<file path="src/rtl/spi_cmd_ctrl.sv">
// spi_cmd_ctrl
// Frame-level controller between the byte-oriented SPI slave and the
// control/status register bus. The first byte of a frame is a command
// (bit7 = read, low bits = start address). It is followed either by write
// data bytes or by auto-incrementing register reads that are returned on MISO.
module spi_cmd_ctrl #(
  parameter int          ADDR_W    = 7,
  parameter logic [7:0]  IDLE_BYTE = 8'hA5
) (
  input  logic              clk,
  input  logic              rst_n,
  input  logic              cs_n,
  input  logic [7:0]        rxd_data,
  input  logic              rxd_flag,
  output logic [7:0]        txd_data,
  output logic              txd_load,
  output logic [ADDR_W-1:0] reg_addr,
  output logic [7:0]        reg_wdata,
  output logic              reg_we,
  output logic              reg_re,
  input  logic [7:0]        reg_rdata,
  output logic              frame_active,
  output logic [7:0]        byte_cnt
);

  typedef enum logic [2:0] {
    IDLE,
    CMD,
    WR_DATA,
    RD_FETCH,
    RD_WAIT,
    RD_DATA
  } state_t;

  state_t state;

  // Chip-select synchronizer stages plus one history flop for edge detection.
  logic cs_meta;
  logic cs_s;
  logic cs_prev;
  logic frame_start;
  logic frame_end;

  assign frame_start = cs_prev & ~cs_s;
  assign frame_end   = ~cs_prev & cs_s;

  // Bring the raw chip select into clk; frame_active tracks the synchronized
  // level, so it is loaded from the same stage that feeds cs_s.
  always_ff @(posedge clk or negedge rst_n) begin
    if (!rst_n) begin
      cs_meta      <= 1'b1;
      cs_s         <= 1'b1;
      cs_prev      <= 1'b1;
      frame_active <= 1'b0;
    end else begin
      cs_meta      <= cs_n;
      cs_s         <= cs_meta;
      cs_prev      <= cs_s;
      frame_active <= ~cs_meta;
    end
  end

  // Count the bytes of the current frame, saturating at 255. The count is
  // cleared only when the next frame starts, so software can still read it
  // after CS has gone high. A byte coinciding with frame end is not counted.
  always_ff @(posedge clk or negedge rst_n) begin
    if (!rst_n) begin
      byte_cnt <= 8'd0;
    end else if (frame_start) begin
      byte_cnt <= 8'd0;
    end else if (rxd_flag && !cs_s && (byte_cnt != 8'hFF)) begin
      byte_cnt <= byte_cnt + 8'd1;
    end
  end

  // Protocol sequencer. Strobes default low every cycle so each one is a
  // single-cycle pulse. Frame end takes priority in every state and discards
  // whatever was in flight, including a pending read result.
  always_ff @(posedge clk or negedge rst_n) begin
    if (!rst_n) begin
      state     <= IDLE;
      txd_data  <= IDLE_BYTE;
      txd_load  <= 1'b0;
      reg_addr  <= '0;
      reg_wdata <= 8'd0;
      reg_we    <= 1'b0;
      reg_re    <= 1'b0;
    end else begin
      txd_load <= 1'b0;
      reg_we   <= 1'b0;
      reg_re   <= 1'b0;
      if (frame_end) begin
        state <= IDLE;
      end else begin
        case (state)
          IDLE: begin
            // Preload the idle pattern so it is shifted out during the
            // command slot.
            if (frame_start) begin
              state    <= CMD;
              txd_data <= IDLE_BYTE;
              txd_load <= 1'b1;
            end
          end
          CMD: begin
            if (rxd_flag) begin
              reg_addr <= rxd_data[ADDR_W-1:0];
              if (rxd_data[7]) begin
                // reg_re is registered, so raise it on entry to RD_FETCH
                // to have it coincide with that state.
                state  <= RD_FETCH;
                reg_re <= 1'b1;
              end else begin
                state <= WR_DATA;
              end
            end
          end
          WR_DATA: begin
            // Advance the address the cycle after the write strobe; bytes
            // are at least two cycles apart, so the next write sees it.
            if (reg_we) begin
              reg_addr <= reg_addr + ADDR_W'(1);
            end
            if (rxd_flag) begin
              reg_we    <= 1'b1;
              reg_wdata <= rxd_data;
            end
          end
          RD_FETCH: begin
            // Bytes arriving here or in RD_WAIT are only counted; no
            // extra fetch is queued.
            state <= RD_WAIT;
          end
          RD_WAIT: begin
            // reg_rdata is valid this cycle, one cycle after reg_re.
            txd_data <= reg_rdata;
            txd_load <= 1'b1;
            reg_addr <= reg_addr + ADDR_W'(1);
            state    <= RD_DATA;
          end
          RD_DATA: begin
            // The master has clocked out the loaded byte; fetch the next.
            if (rxd_flag) begin
              state  <= RD_FETCH;
              reg_re <= 1'b1;
            end
          end
          default: begin
            state <= IDLE;
          end
        endcase
      end
    end
  end

endmodule

</file>
<file path="config.mk">
export PLATFORM = sky130hd
export DESIGN_NAME = spi_cmd_ctrl
export DESIGN_NICKNAME = d
export VERILOG_FILES = /design/src/rtl/spi_cmd_ctrl.sv
export SDC_FILE = /design/constraint.sdc
export NUM_CORES = 1
export LEC_CHECK = 0
export BUFFER_PORTS_ARGS = -buffer_cell sky130_fd_sc_hd__buf_4
export CAP_MARGIN = 30
export CORE_MARGIN = 3
export CORE_UTILIZATION = 56
export DETAILED_ROUTE_END_ITERATION = 12
export GPL_TIMING_DRIVEN = 0
export PLACE_DENSITY = 0.84
export REMOVE_ABC_BUFFERS = 1
export SLEW_MARGIN = 10
export SYNTH_ARGS = -nofsm -noshare
export SYNTH_HDL_FRONTEND = slang
export SYNTH_SLANG_ARGS = --single-unit
</file>
<file path="constraint.sdc">
create_clock -name clk -period 2.8 [get_ports clk]
set_input_delay 0.14 -clock clk [delete_from_list [all_inputs] [get_ports clk]]
set_output_delay 0.14 -clock clk [all_outputs]
set_load 0.1 [all_outputs]
</file>
==> summary.md <==
| Metric | Value |
|---|---|
| Status | `finished clean` |
| Post-DP HPWL | `just under 3 mm` |
| Final nets | `262` |
| Setup violators final | `0` |
| Critical path fanouts, max | `9` |
| DRT iter0 DRCs | `64` |
| Tcrit/Tclk final | `0.7425` |
| Ys async rst share | `1.000` |
| Routability cong. | `a little over 0.8` |
| CORE AREA | `3416 sq um` |
| I/O pin total | `55` |
| Largest net degree at the start of global routing | `42` |
| Post-CTS Setup Inserts | `0` |
| TritonCTS Sinks | `41` |
| Cells after Synth | `around 180` |
| Max Freq | `~480 MHz` |
| Post-synth EDFFs | `0` |
| Hold-fix buffers, CTS | `2` |
| Vias per cell | `around 5.4` |
| Global-route wire length before repair | `between 6 and 7 mm` |
| YS warnings | `0` |
| Hold Path Stages | `3` |
| Slew @ Worst Pin | `0.7119 ns` |
| DRC Markers | `0` |
| Max_cap viols | `0` |
| Area growth syn-to-layout | `25.06%` |
| Max Clock Skew | `approximately 0.01 ns` |
| Final WL | `around 4.1 mm` |
| Synth Flop Type | `dfrtp_1` |
| IO Port Bufs | `54` |
| First-pass DRT Iterations | `4` |
| Total number of vias | `around 1500` |
| Initial antenna violation count | `0` |
| Diodes inserted | `0` |
| Final Max Tran Viols | `0` |
| Clock buffer depth | `2` |
| Antenna Violating Nets Remaining | `0` |
| Worst skew pair latency | `around 0.35 ns` |
| CTS resizes | `0` |
| Global route overflow | `0` |
| Slew headroom | `0.5218` |
| Register area share after synthesis | `0.5118` |
| Wire per inst | `approximately 15 um` |
| Die area | `between 4000 and 5000 sq um` |
| Arr. time, crit path | `around 2.3 ns` |
| Worst EP required | `between 3 and 4 ns` |
| Worst Hold Class | `input pin to register` |
| Gr usage total | `0.2089` |
| CP endpoint kind | `register` |
| Period minus WS final | `~2.1 ns` |
| Syn avg cell area | `between 10 and 15 sq um` |
| Row cnt | `21` |
| Die Ht | `roughly 66 um` |
| Synth unique cells | `44` |
| CTS Root Cell | `clkbuf_4` |
| Total negative slack | `0 ns` |
| CTS tree | `done` |
| TritonCTS Buffers | `5` |
| Clock Pin Slew Worst Setup and Hold Paths | `around 0.12 ns` |
| Initial Util | `0.5919` |
| Final Hold Fails | `0` |
| WS Path Type | `register to register` |
| CTS H-tree lvls | `2` |
| Worst Reg2Reg Path Length in Cells | `4` |
| Die X | `66.09 um` |
| Unrepaired setup endpoints after global routing | `no` |
| Vias in the first global route | `approximately 1500` |
| Startpoint Class | `register` |
| Share of layout cells above drive strength 1 | `0.3515` |
| Cell Area, Synth | `roughly 2000 sq um` |
| Yosys reg bits | `41` |
## cell families (layout without fill, tap and decap cells)
| group | Yosys count | after routing | synth area share |
|---|---|---|---|
| compound gates | 38 | 38 | 0.1238 |
| xor+xnor | 5 | 5 | 0.02166 |
| fa+ha+maj | 4 | 4 | 0.02475 |
| buf+inv | 19 | 75 | 0.05693 |
| flops | 41 | 41 | 0.5118 |
| mux | 14 | 14 | 0.08911 |
| simple gates | 62 | 62 | 0.1720 |
## synth_stat cells (3+ instances only)
cell type  count  area, sq um
mux2i_1        6        60.06
o2bb2ai_1      3        26.28
mux2_4         8        120.1
o21ai_0        9        45.04
ha_1           4        50.05
xnor2_1        4        35.03
inv_1         10        37.54
dfstp_2        7        183.9
a21oi_1       13        65.06
buf_6          3        33.78
dfrtp_1       34        850.8
nand3_1       11        55.05
nand2_1        7        26.28
nor3_1         5        25.02
nor2_1        20        75.07
## metal layers
metal / up-vias / track usage / routed length [um]
met3: 7 / 0.05102 / 174
met1: 744 / 0.2690 / 1728
met5: - / 0 / 0
met4: 0 / 0.06853 / 65
li1: 761 / - / -
met2: 37 / 0.3445 / 2180
## final cells by class
type                       instances  area (sq um)
timing repair buffer              56         425.4
clock buffer                       7         55.05
tap                               46         57.56
multi-input combinational        123         872.1
clock inverter                     1         30.03
inverter                          11         53.80
fill                             267         887.1
sequential                        41          1035
## flip-flops by register name, indices dropped and copies added, names as in the netlist, 3 cells and up
signal,count
byte_cnt,8
reg_wdata,8
txd_data,8
reg_addr,7
state,3
## layout by cell type, fill, tap and decap left out, types with 2 or more instances in the layout
master         count
clkbuf_4           5
a2bb2oi_1          2
o21ai_0            9
and3_1             2
a211oi_1           2
nand2_1            7
mux2_4             8
nor3_1             5
a21oi_1           13
dlygate4sd3_1      2
ha_1               4
o21a_1             2
nand3_1           11
nand2b_1           2
nor2_1            20
a22oi_1            2
nand3b_1           2
inv_1             10
nand4_1            2
mux2i_1            6
xnor2_1            4
o2bb2ai_1          3
dfrtp_1           34
buf_4             54
dfstp_2            7
## stage by stage
step / instance area (sq um) / setup slack (ns) / util / hold slack, ns / cells
2_1_floorplan: 1961 / 0.6106 / - / -0.1556 / 175
3_3_place_gp: 2424 / 0.8016 / 0.7095 / 0.1421 / 275
3_5_place_dp: 2424 / 0.7507 / 0.7095 / 0.1440 / 275
4_1_cts: 2529 / 0.7203 / 0.7403 / 0.006160 / 285
5_1_grt: 2529 / 0.6503 / 0.7403 / 0.003809 / 285
6_report: 2529 / 0.7211 / 0.7403 / 0.01316 / 285
## critical path, stage by stage, from the launching register on
cell,delay (ns)
dfstp_2,0.56
inv_1,0.04
ha_1,0.29
or3b_1,0.66
mux2_4,0.40
## final timing paths
kind	start	endpoint	slack, ns
max	cs_prev	reg_wdata[4]	0.72
min	reg_rdata[1]	txd_data[1]	0.01
max reg2reg	cs_prev	reg_wdata[4]	0.72
min reg2reg	cs_meta	cs_s	0.36
max in group asynchronous	rst_n	cs_meta	2.14
min in group asynchronous	rst_n	reg_wdata[2]	0.28
Power is not shown: default switching activity piles up to over one toggle a cycle in this logic, so the estimate is an artifact.
